<file path="src/rtl/fetch_stage_pkg.sv">
// rtl/fetch_stage_pkg.sv - shared types and constants for the instruction-fetch stage
package fetch_stage_pkg;

  localparam logic [31:0] RESET_PC_DEFAULT = 32'hBFC0_0000;
  localparam logic [31:0] NOP_INST         = 32'h0000_0000;
  localparam logic [1:0]  BUF_DEPTH        = 2'd2;

  typedef enum logic [1:0] {
    IF_REQ  = 2'd0,
    IF_WAIT = 2'd1,
    IF_DROP = 2'd2
  } if_state_e;

  typedef struct packed {
    logic [31:0] pc;
    logic [31:0] instr;
  } fetch_entry_t;

endpackage

</file>
<file path="src/rtl/fetch_stage_buf.sv">
// rtl/fetch_stage_buf.sv - 2-entry instruction queue of {pc, instr}; flush dominates push
module fetch_stage_buf
  import fetch_stage_pkg::*;
(
  input  logic         clk,
  input  logic         rst,
  input  logic         push_i,
  input  fetch_entry_t push_data_i,
  input  logic         pop_i,
  input  logic         flush_i,
  output logic [1:0]   count_o,
  output fetch_entry_t head_o
);

  fetch_entry_t slot0_q, slot0_d;
  fetch_entry_t slot1_q, slot1_d;
  logic [1:0]   count_q, count_d;
  logic         do_pop, do_push;

  always_comb begin
    do_pop  = pop_i && (count_q != 2'd0);
    do_push = push_i && ((count_q < BUF_DEPTH) || do_pop);
    slot0_d = slot0_q;
    slot1_d = slot1_q;
    count_d = count_q;
    if (flush_i) begin
      count_d = 2'd0;
    end else begin
      // Pop shifts first, so a simultaneous push lands behind the surviving entry.
      if (do_pop) begin
        slot0_d = slot1_q;
        count_d = count_d - 2'd1;
      end
      if (do_push) begin
        if (count_d == 2'd0) slot0_d = push_data_i;
        else                 slot1_d = push_data_i;
        count_d = count_d + 2'd1;
      end
    end
  end

  always_ff @(posedge clk or posedge rst) begin
    if (rst) begin
      slot0_q <= '0;
      slot1_q <= '0;
      count_q <= 2'd0;
    end else begin
      slot0_q <= slot0_d;
      slot1_q <= slot1_d;
      count_q <= count_d;
    end
  end

  assign count_o = count_q;
  assign head_o  = slot0_q;

endmodule

</file>
<file path="src/rtl/fetch_stage.sv">
// rtl/fetch_stage.sv - PC, single-outstanding fetch FSM and decode-facing outputs
module fetch_stage
  import fetch_stage_pkg::*;
#(
  parameter logic [31:0] RESET_PC = RESET_PC_DEFAULT
) (
  input  logic        clk,
  input  logic        rst,
  output logic        inst_req,
  output logic [31:0] inst_addr,
  input  logic        inst_ready,
  input  logic        inst_rvalid,
  input  logic [31:0] inst_rdata,
  input  logic        redirect_valid,
  input  logic [31:0] redirect_pc,
  input  logic        stallD,
  output logic        validD,
  output logic [31:0] instrD,
  output logic [5:0]  opD,
  output logic [5:0]  functD,
  output logic [31:0] pcD,
  output logic [31:0] pcplus4D
);

  if_state_e    state_q, state_d;
  logic [31:0]  pc_q, pc_d;
  logic         started_q;
  logic         handshake, push, pop;
  logic [1:0]   count;
  fetch_entry_t head, push_data;

  always_comb begin
    state_d   = state_q;
    pc_d      = pc_q;
    inst_req  = 1'b0;
    handshake = 1'b0;
    push      = 1'b0;
    unique case (state_q)
      IF_REQ: begin
        inst_req  = started_q && (count < BUF_DEPTH);
        handshake = inst_req && inst_ready;
        if (handshake) begin
          pc_d    = pc_q + 32'd4;
          state_d = IF_WAIT;
        end
      end
      IF_WAIT: if (inst_rvalid) begin
        push    = 1'b1;
        state_d = IF_REQ;
      end
      IF_DROP: if (inst_rvalid) state_d = IF_REQ;
      default: state_d = IF_REQ;
    endcase
    // A response arriving with the redirect retires the outstanding request, so no DROP is needed.
    if (redirect_valid) begin
      pc_d = redirect_pc & 32'hFFFF_FFFC;
      push = 1'b0;
      if (state_q == IF_REQ) state_d = handshake ? IF_DROP : IF_REQ;
      else                   state_d = inst_rvalid ? IF_REQ : IF_DROP;
    end
  end

  always_ff @(posedge clk or posedge rst) begin
    if (rst) begin
      state_q   <= IF_REQ;
      pc_q      <= RESET_PC;
      started_q <= 1'b0;
    end else begin
      state_q   <= state_d;
      pc_q      <= pc_d;
      started_q <= 1'b1;
    end
  end

  always_ff @(posedge clk) begin
    if (!rst) assert (!(inst_rvalid && state_q == IF_REQ)) else $error("rvalid with no outstanding request");
  end

  assign push_data.pc    = pc_q - 32'd4;
  assign push_data.instr = inst_rdata;
  assign pop             = validD && !stallD;

  fetch_stage_buf u_buf (
    .clk        (clk),
    .rst        (rst),
    .push_i     (push),
    .push_data_i(push_data),
    .pop_i      (pop),
    .flush_i    (redirect_valid),
    .count_o    (count),
    .head_o     (head)
  );

  assign inst_addr = pc_q;
  assign validD    = (count != 2'd0);
  assign instrD    = validD ? head.instr : NOP_INST;
  assign pcD       = validD ? head.pc : 32'h0;
  assign pcplus4D  = validD ? head.pc + 32'd4 : 32'h0;
  assign opD       = instrD[31:26];
  assign functD    = instrD[5:0];

endmodule

</file>
<file path="config.mk">
export PLATFORM = sky130hd
export DESIGN_NAME = fetch_stage
export DESIGN_NICKNAME = d
export VERILOG_FILES = /design/src/rtl/fetch_stage_pkg.sv /design/src/rtl/fetch_stage_buf.sv /design/src/rtl/fetch_stage.sv
export SDC_FILE = /design/constraint.sdc
export NUM_CORES = 1
export LEC_CHECK = 0
export ABC_CLOCK_PERIOD_IN_PS = 6300
export CORE_MARGIN = 2
export CORE_UTILIZATION = 40
export DETAILED_ROUTE_END_ITERATION = 12
export GPL_ROUTABILITY_DRIVEN = 1
export HOLD_SLACK_MARGIN = 0.06
export PLACE_DENSITY = 0.66
export SYNTH_ARGS = -nofsm -noshare
export SYNTH_HDL_FRONTEND = slang
export SYNTH_SLANG_ARGS = --single-unit
</file>
<file path="constraint.sdc">
create_clock -name clk -period 6.3 [get_ports clk]
set_clock_uncertainty 0.1 [all_clocks]
set_input_delay 0.63 -clock clk [delete_from_list [all_inputs] [get_ports clk]]
set_output_delay 0.63 -clock clk [all_outputs]
set_load 0.005 [all_outputs]
</file>
==> results of run 1 <==
critical path: stages (launching register included):
cell and delay (ns):
dfrtp_1 0.46, ha_1 0.31, nand2_1 0.09, nor4_1 0.89, nand2_1 0.17, xor2_1 0.18
nor2_1 0.09, clkdlybuf4s50_1 0.55
area by class of cell:
cell class	instances	area, um^2	area share (%)
Multi-Input combinational cell	755	4560	38.7
Sequential cell	161	4040	34.3
Timing Repair Buffer	215	2130	18.1
Clock buffer	22	454	3.86
Tap cell	285	357	3.03
Clock inverter	10	184	1.56
Inverter	13	53.8	0.457
how the worst max path moves through the flow:
stage,slack (ns),endpoint,startpoint,cells after the start
2_1_floorplan,1.24,inst_addr[10],rst,1
3_3_place_gp,2.58,u_buf.head_o[60],stallD,10
3_5_place_dp,2.57,u_buf.head_o[55],stallD,10
4_1_cts,2.39,pcplus4D[20],u_buf.head_o[34],7
5_1_grt,2.19,u_buf.head_o[56],u_buf.count_o[1],11
6_report,2.40,pcplus4D[20],u_buf.head_o[34],7
kinds of logic (layout without fill, tap and decap cells):
group	after synthesis	count (layout)	synth area share (%)
compound gates	168	168	10.7
mux	32	32	3.97
xor+xnor	82	82	7.92
buf+inv	105	260	5.53
flops	161	161	44.6
simple gates	463	463	26.3
fa+ha+maj	7	7	0.966
other cells	2	3	0.0828
registers in the layout, indices dropped and copies added, names as in the netlist:
name           cells
u_buf.head_o      64
u_buf.slot1_q     62
inst_addr         30
state_q            2
u_buf.count_o      2
started_q          1
power breakdown:
part / internal [mW] / switching (mW)
Sequential: 1.42 / 0.341
Clock: 0.714 / 0.412
Combinational: 1.06 / 0.875
Total: 3.19 / 1.63
Yosys cell counts, types with 3 or more instances:
cell	number	area [um^2]
mux2_1	6	67.6
a31oi_1	32	200
dfrtp_1	152	3800
nor3_1	14	70.1
ha_1	7	87.6
nand4_1	22	138
buf_2	31	155
dfstp_2	9	236
a21oi_1	23	115
and4_1	7	61.3
buf_4	18	135
nor4_1	7	43.8
o22ai_1	13	81.3
nor4_2	4	50.1
mux2_2	26	293
or3_1	9	56.3
clkbuf_1	38	143
nor4_4	4	85.1
nand3b_1	3	22.5
o21ai_1	21	105
nor2b_1	63	394
buf_1	4	15.0
and2_1	7	43.8
and3_1	7	43.8
nand3_1	39	195
nor2_1	91	342
o21ai_0	58	290
inv_1	13	48.8
a22o_1	3	26.3
xnor2_1	30	263
o211ai_1	6	45.0
nand2_1	168	631
xor2_1	52	455
metal layers:
layer  up-vias  part of all wire [%]  global-route usage (%)
met1      3581                    48                    28.7
met4         2                  0.60                    4.10
met2       234                    45                    31.6
li1       3737                     -                       -
met3        12                   6.3                    4.60
met5         -                 0.055                       0
stage by stage:
stage	worst slack (ns)	std cells
after floorplan	1.24	1021
after global placement	2.58	1429
after detailed placement	2.57	1429
after CTS	2.39	1461
after global routing	2.19	1461
final	2.40	1461
==> out/summary.txt, run 1 <==
GR Util All Layers: 20.1%
Worst path arrival time: 3.17 ns
DP Area: 0.0111 mm^2
Min Clock Period, post-route: 3.90 ns
Total wire length: 23500 um
CP Launch Type: flip-flop
Syn. warnings: 0
Via-to-Cell Ratio: 5.18
Max VDD drop: 0.200 mV
Die Ht: 155 um
Ant diodes: 0
Die width: 155 um
Post-synthesis sequential element count: 161
Pwr dens: 409 mW/mm^2
Post-Synthesis Cells: 1020
Worst hold path type: reg -> reg
First-pass GRT wire length: 38900 um
Leakage power total: 4.56 nW
H-Tree Depth: 4
Hold slack final: 0.373 ns
TNS Setup: 0 ns
TritonCTS Buffers: 17
Largest net degree at the start of global routing: 100
Final cell utilization of the core: 52.5%
Post-CTS Hold Buffers: 0
Final HPWL DP: 16500 um
Drt wl/cell: 16.1 um
Ys flop type: dfrtp_1
Layout Nets: 1240
Die area: 0.0239 mm^2
Initial antenna violation count: 1
Status: finished, final reports clean
Antenna Violating Nets Remaining: 0
Num ports: 212
Fmax: 0.257 GHz
Post-synthesis sequential area ratio: 44.6%
Fin area: 0.0118 mm^2
RSZ-0062 raised after global routing: no
Worst-Skew Late Latency: 0.42 ns
Max clock buf depth: 2
Worst Reg-to-Reg Cells: 12
CP Capture Type: output port
Post-synth EDFFs: 0
Final hold vios: 0
Vias: 7566
Commonest non-fill, non-tap cell in the layout: clkdlybuf4s50_1
Starting DRT DRC Count: 407
Period utilization: 61.9%
Clock root cell: clkbuf_16
Post-synth cell types: 56
RR Endpoint: u_buf.head_o[55]
WHS Endpoint: u_buf.slot1_q[36]
Slew Limit Fails: 0
Vias in the first global route: 7226
Core area: 0.0224 mm^2
Required @ worst endpoint: 5.57 ns
Worst slew pin tran: 1.04 ns
GRT overflow: 0
PostCTS Resize Cnt: 0
Rows: 55
Netlist Area Pre-Place: 0.00907 mm^2
CTS tree: done
Hold path startpoint: u_buf.slot1_q[36]
Critical path type: reg -> out
DRC violation count after routing: 0
Initial core utilization: 40.4%
Area Overhead vs Synth: 29.8%
Max Cap Violations: 0
# setup viols final: 0
Final GP Congestion: 0.821
Critical-path maximum fanout: 5
Clock-pin slew on the worst setup and hold paths: 0.06 ns
Slew margin rel.: 29.8%
Pre-antenna DRT Iters: 4
Share of layout cells above drive strength 1: 8.08%
Reg-to-reg startpoint: u_buf.count_o[1]
Setup bufs post-CTS: 0
Clock sinks: 161
Most frequent cells in the layout: clkdlybuf4s50_1, nand2_1, dfrtp_1, nor2_1, nor2b_1
FILL cells: 2047
Asr flop ratio synth: 100%
PortBufs: 207
Reg-to-reg slack, setup: 2.59 ns
WHS Path Cells: 2
Post-Syn Area per Cell: 8.89 um^2
Total power: 4.82 mW
Power figures use the tool's default switching activity.
==> inputs of run 2 (changes only) <==
--- a/config.mk
+++ b/config.mk
@@ -5,7 +5,7 @@
 export SDC_FILE = /design/constraint.sdc
 export NUM_CORES = 1
 export LEC_CHECK = 0
-export ABC_CLOCK_PERIOD_IN_PS = 6300
+export ABC_CLOCK_PERIOD_IN_PS = 4100
 export CORE_MARGIN = 2
 export CORE_UTILIZATION = 40
 export DETAILED_ROUTE_END_ITERATION = 12
==> constraint.sdc (replaced) <==
create_clock -name clk -period 4.1 [get_ports clk]
set_clock_uncertainty 0.1 [all_clocks]
set_input_delay 0.41 -clock clk [delete_from_list [all_inputs] [get_ports clk]]
set_output_delay 0.41 -clock clk [all_outputs]
set_load 0.005 [all_outputs]
==> run 2 against run 1 <==
  * Sequential power up 53%
  * Global-route usage rose by 0.19 points
  * Non-clock buffer count rose by 5
  * Die area is the same
  * Combinational power up 54%
  * Critical path depth decreased by 1
  * Register-to-register slack worse by 1.7 ns
  * Via count increased by 0.61%
  * Design area grew 0.54%
  * Core utilization increased by 0.28 points
  * Sequential share of layout area decreased by 0.18 points
  * Critical path type unchanged
==> out/summary.txt, run 2 (same netlist as run 1, synthesis figures left out) <==
Status: finished, final reports clean
# setup viols final: 0
Commonest non-fill, non-tap cell in the layout: clkdlybuf4s50_1
Via-to-Cell Ratio: 5.20
Num ports: 212
Rows: 55
First-pass GRT wire length: 39000 um
Max VDD drop: 0.411 mV
TNS Setup: 0 ns
Largest register FFs: 64
Slew Limit Fails: 0
DRC violation count after routing: 0
CP Capture Type: output port
Die Ht: 155 um
Max Cap Violations: 0
Critical-path maximum fanout: 10
Die width: 155 um
Slew margin rel.: 36.5%
Pre-antenna DRT Iters: 5
TritonCTS Buffers: 17
Post-CTS Hold Buffers: 0
Most frequent cells in the layout: clkdlybuf4s50_1, nand2_1, dfrtp_1, nor2_1, nor2b_1
Starting DRT DRC Count: 439
Leakage power total: 4.59 nW
Final GP Congestion: 0.837
Pwr dens: 626 mW/mm^2
Met1 Usage GRT: 29.2%
Final cell utilization of the core: 52.8%
Share of layout cells above drive strength 1: 8.57%
Initial antenna violation count: 0
Critical path type: reg -> out
Die area: 0.0239 mm^2
Antenna Violating Nets Remaining: 0
GR Util All Layers: 20.3%
Fmax: 0.288 GHz
DP Worst Slack: 0.930 ns
Post-Layout Cell Count: 1464
GRT overflow: 0
Layout Nets: 1245
PortBufs: 207
Met2 Usage GRT: 31.3%
Clock root cell: clkbuf_16
Clock sinks: 161
Period utilization: 84.7%
Required @ worst endpoint: 3.59 ns
Core area: 0.0224 mm^2
Worst-Skew Late Latency: 0.42 ns
GRT busiest layer: met2
Max clock buf depth: 2
Total wire length: 23800 um
Worst slew pin tran: 0.952 ns
FILL cells: 2029
Min Clock Period, post-route: 3.47 ns
H-Tree Depth: 4
Drt wl/cell: 16.2 um
RSZ-0062 raised after global routing: no
CP Launch Type: flip-flop
Worst hold path type: in -> reg
Clock-pin slew on the worst setup and hold paths: 0.06 ns
Setup bufs post-CTS: 0
CTS tree: done
Final HPWL DP: 16700 um
Placed cell count: 1434
Worst path arrival time: 2.96 ns
Ant diodes: 0
Worst setup margin: 0.629 ns
Vias in the first global route: 7261
Grt met3 use: 4.90%
Largest net degree at the start of global routing: 96
Vias: 7612
Hold slack final: 0.339 ns
Final hold vios: 0
Initial core utilization: 40.4%
Area Overhead vs Synth: 30.5%
PostCTS Resize Cnt: 0
==> run 2: cell types whose count changed in the layout (fill, tap and decap cells not counted) <==
cell,previous run,this run
inv_6,2,0
buf_12,0,2
clkbuf_1,4,1
clkinvlp_4,2,3
buf_4,8,11
clkinv_4,0,1
clkbuf_8,1,2
==> run 2: worst paths after layout <==
path / from / end / slack, ns / cells past startpoint
worst max-delay path: u_buf.head_o[34] / pcplus4D[14] / 0.63 / 6
worst min-delay path: redirect_valid / u_buf.count_o[0] / 0.34 / 2
worst max register to register: u_buf.count_o[1] / u_buf.head_o[40] / 0.90 / 10
worst min register to register: u_buf.head_o[32] / u_buf.head_o[32] / 0.38 / 1
max in group asynchronous: rst / inst_addr[26] / 2.53 / 3
min in group asynchronous: rst / u_buf.head_o[5] / 0.43 / 2
==> run 2: where the power goes <==
group          internal, mW  switching, mW  total [mW]
Clock                  1.11          0.631        1.74
Combinational          1.62           1.36        2.98
Sequential             2.18          0.513        2.69
Total                  4.91           2.50        7.41
==> run 2: area by class of cell <==
cell class	instances	area, um^2	share of cell area, %
Clock inverter	10	184	1.55
Inverter	13	52.6	0.444
Clock buffer	20	457	3.86
Tap cell	285	357	3.01
Sequential cell	161	4040	34.1
Multi-Input combinational cell	755	4560	38.5
Timing Repair Buffer	220	2190	18.5
==> run 2: metrics by stage <==
stage | total power [mW] | instance area, um^2
5_1_grt | 7.98 | 11800
2_1_floorplan | 4.37 | 9080
3_3_place_gp | 5.65 | 11200
6_report | 7.41 | 11800
3_5_place_dp | 5.73 | 11200
4_1_cts | 7.50 | 11800
==> run 2: critical path, cell delays in order (launching register included) <==
cell and delay (ns):
dfrtp_1 0.45, ha_1 0.32, nand2_1 0.10, or3_1 0.54, or3_1 0.41, a21oi_1 0.15
clkdlybuf4s50_1 0.57
==> run 2: per-layer routing <==
| layer | vias to the layer above | share of wire, % |
|---|---|---|
| met4 | 0 | 1.1 |
| li1 | 3749 | - |
| met2 | 238 | 44 |
| met1 | 3604 | 48 |
| met5 | - | 0 |
| met3 | 21 | 6.9 |
==> inputs of run 3 (changes only) <==
--- a/config.mk
+++ b/config.mk
@@ -5,13 +5,13 @@
 export SDC_FILE = /design/constraint.sdc
 export NUM_CORES = 1
 export LEC_CHECK = 0
-export ABC_CLOCK_PERIOD_IN_PS = 4100
+export ABC_CLOCK_PERIOD_IN_PS = 2950
 export CORE_MARGIN = 2
 export CORE_UTILIZATION = 40
 export DETAILED_ROUTE_END_ITERATION = 12
 export GPL_ROUTABILITY_DRIVEN = 1
 export HOLD_SLACK_MARGIN = 0.06
-export PLACE_DENSITY = 0.66
+export PLACE_DENSITY = 0.69
 export SYNTH_ARGS = -nofsm -noshare
 export SYNTH_HDL_FRONTEND = slang
 export SYNTH_SLANG_ARGS = --single-unit
==> constraint.sdc (replaced) <==
create_clock -name clk -period 2.95 [get_ports clk]
set_clock_uncertainty 0.1 [all_clocks]
set_input_delay 0.295 -clock clk [delete_from_list [all_inputs] [get_ports clk]]
set_output_delay 0.295 -clock clk [all_outputs]
set_load 0.005 [all_outputs]
==> run 3 against run 2 <==
  * Non-clock buffer count is 33 higher
  * Sequential share of layout area decreased by 1.1 points
  * Register-to-register slack got worse by 0.72 ns
  * Wire length grew 2.1%
  * Design area up 3.5%
  * Combinational power up 50%
  * Clock power grew 44%
  * Core utilization is 1.9 points higher
  * Setup slack lost 0.53 ns
  * Final cell count grew 2.3%
  * Flip-flop and latch count unchanged
==> out/summary.txt, run 3 (same netlist as run 1, synthesis figures left out) <==
Rows: 55
Initial antenna violation count: 0
CP Capture Type: output port
H-Tree Depth: 4
Clock root cell: clkbuf_16
# setup viols final: 0
Num ports: 212
Required @ worst endpoint: 2.56 ns
Pre-antenna DRT Iters: 5
CP Launch Type: flip-flop
Final HPWL DP: 17200 um
Worst hold path type: in -> reg
DP Area: 0.0114 mm^2
PortBufs: 207
Die area: 0.0239 mm^2
Period utilization: 96.6%
Total power: 10.6 mW
DRC violation count after routing: 0
Top cell family by delay on the critical path: simple AND/OR/NAND/NOR gates
Via-to-Cell Ratio: 5.24
Layout Nets: 1278
Max VDD drop: 0.662 mV
Reg-to-reg startpoint: u_buf.count_o[0]
Hold slack final: 0.155 ns
Drt wl/cell: 16.2 um
TritonCTS Buffers: 17
Pwr dens: 867 mW/mm^2
Worst path arrival time: 2.45 ns
Fmax: 0.351 GHz
Commonest non-fill, non-tap cell in the layout: clkdlybuf4s50_1
Vias: 7844
Share of layout cells above drive strength 1: 12.9%
Slew margin rel.: 51.2%
Slowest CP cell: clkdlybuf4s50_1
Worst-Skew Late Latency: 0.43 ns
Clock-pin slew on the worst setup and hold paths: 0.07 ns
Die Ht: 155 um
Max Cap Violations: 0
Final hold vios: 0
Largest net degree at the start of global routing: 96
CTS tree: done
Total wire length: 24300 um
Post-CTS Hold Buffers: 0
CP bufs+invs: 1
Starting DRT DRC Count: 359
Worst slew pin tran: 0.731 ns
CP Launch Point: u_buf.head_o[37]
Worst setup margin: 0.101 ns
First-pass GRT wire length: 39200 um
Final GP Congestion: 0.856
Fin area: 0.0123 mm^2
Crit-path cells: nand4_1 > or3_4 > nor3_2 > xnor2_1 > nor2_1 > clkdlybuf4s50_1
Leakage power total: 4.88 nW
Largest register FFs: 64
GR Util All Layers: 20.2%
Max clock buf depth: 2
Vias in the first global route: 7344
Ant diodes: 0
DP Worst Slack: 0.0595 ns
Min Clock Period, post-route: 2.85 ns
Die width: 155 um
Area Overhead vs Synth: 35.1%
Clock sinks: 161
Max stage delay on crit path: 0.52 ns
Status: finished, final reports clean
Critical-path maximum fanout: 9
Core area: 0.0224 mm^2
Most frequent cells in the layout: clkdlybuf4s50_1, nand2_1, dfrtp_1, nor2_1, nor2b_1
Initial core utilization: 40.4%
Slew Limit Fails: 0
Hold path startpoint: redirect_valid
Antenna Violating Nets Remaining: 0
GRT overflow: 0
Critical path type: reg -> out
run 3: changes by cell type in the layout (fill, tap and decap cells not counted), moves of 5 or more:
cell	previous run	this run
clkdlybuf4s50_1	206	198
dfrtp_2	0	9
dlymetal6s2s_1	0	5
buf_4	11	36
buf_12	2	7
dfrtp_1	152	143
run 3: metrics by stage:
stage          util, %  setup TNS [ns]  std cells
2_1_floorplan        -               0       1021
3_3_place_gp      50.7               0       1454
3_5_place_dp      50.7               0       1454
4_1_cts           53.9               0       1488
5_1_grt           54.6         -0.0229       1498
6_report          54.6               0       1498
run 3: worst paths after layout:
kind                                           to  slack, ns  cells past startpoint
worst max-delay path                 pcplus4D[26]       0.10                      6
worst min-delay path             u_buf.count_o[0]       0.15                      2
worst max register to register   u_buf.head_o[43]       0.18                     11
worst min register to register  u_buf.slot1_q[37]       0.38                      2
max in group asynchronous           inst_addr[27]       1.76                      3
min in group asynchronous        u_buf.head_o[16]       0.24                      2
run 3: what timing repair did:
action / CTS / global route
pin swaps: 2 / 4
resized for setup: 11 / 27
setup buffers: 3 / 10
setup endpoints to repair: 30 / 67
run 3: area by class of cell:
cell class,count,area (um^2)
Clock buffer,18,429
Clock inverter,13,234
Fill cell,1977,10200
Inverter,13,52.6
Multi-Input combinational cell,755,4610
Sequential cell,161,4050
Tap cell,285,357
Timing Repair Buffer,253,2520
run 3: power by group:
| group | leakage (nW) | total [mW] | switching [mW] | internal, mW |
|---|---|---|---|---|
| clock | 0.313 | 2.50 | 0.914 | 1.59 |
| sequential | 2.03 | 3.66 | 0.617 | 3.04 |
| combinational | 2.54 | 4.47 | 2.07 | 2.40 |
run 3: routing by layer:
metal | up-vias | part of all wire [%] | global-route usage [%]
met5 | - | 0 | 0
met4 | 0 | 1.2 | 4.94
met2 | 248 | 45 | 31.6
met1 | 3748 | 47 | 28.7
met3 | 24 | 6.3 | 4.51
li1 | 3824 | - | -
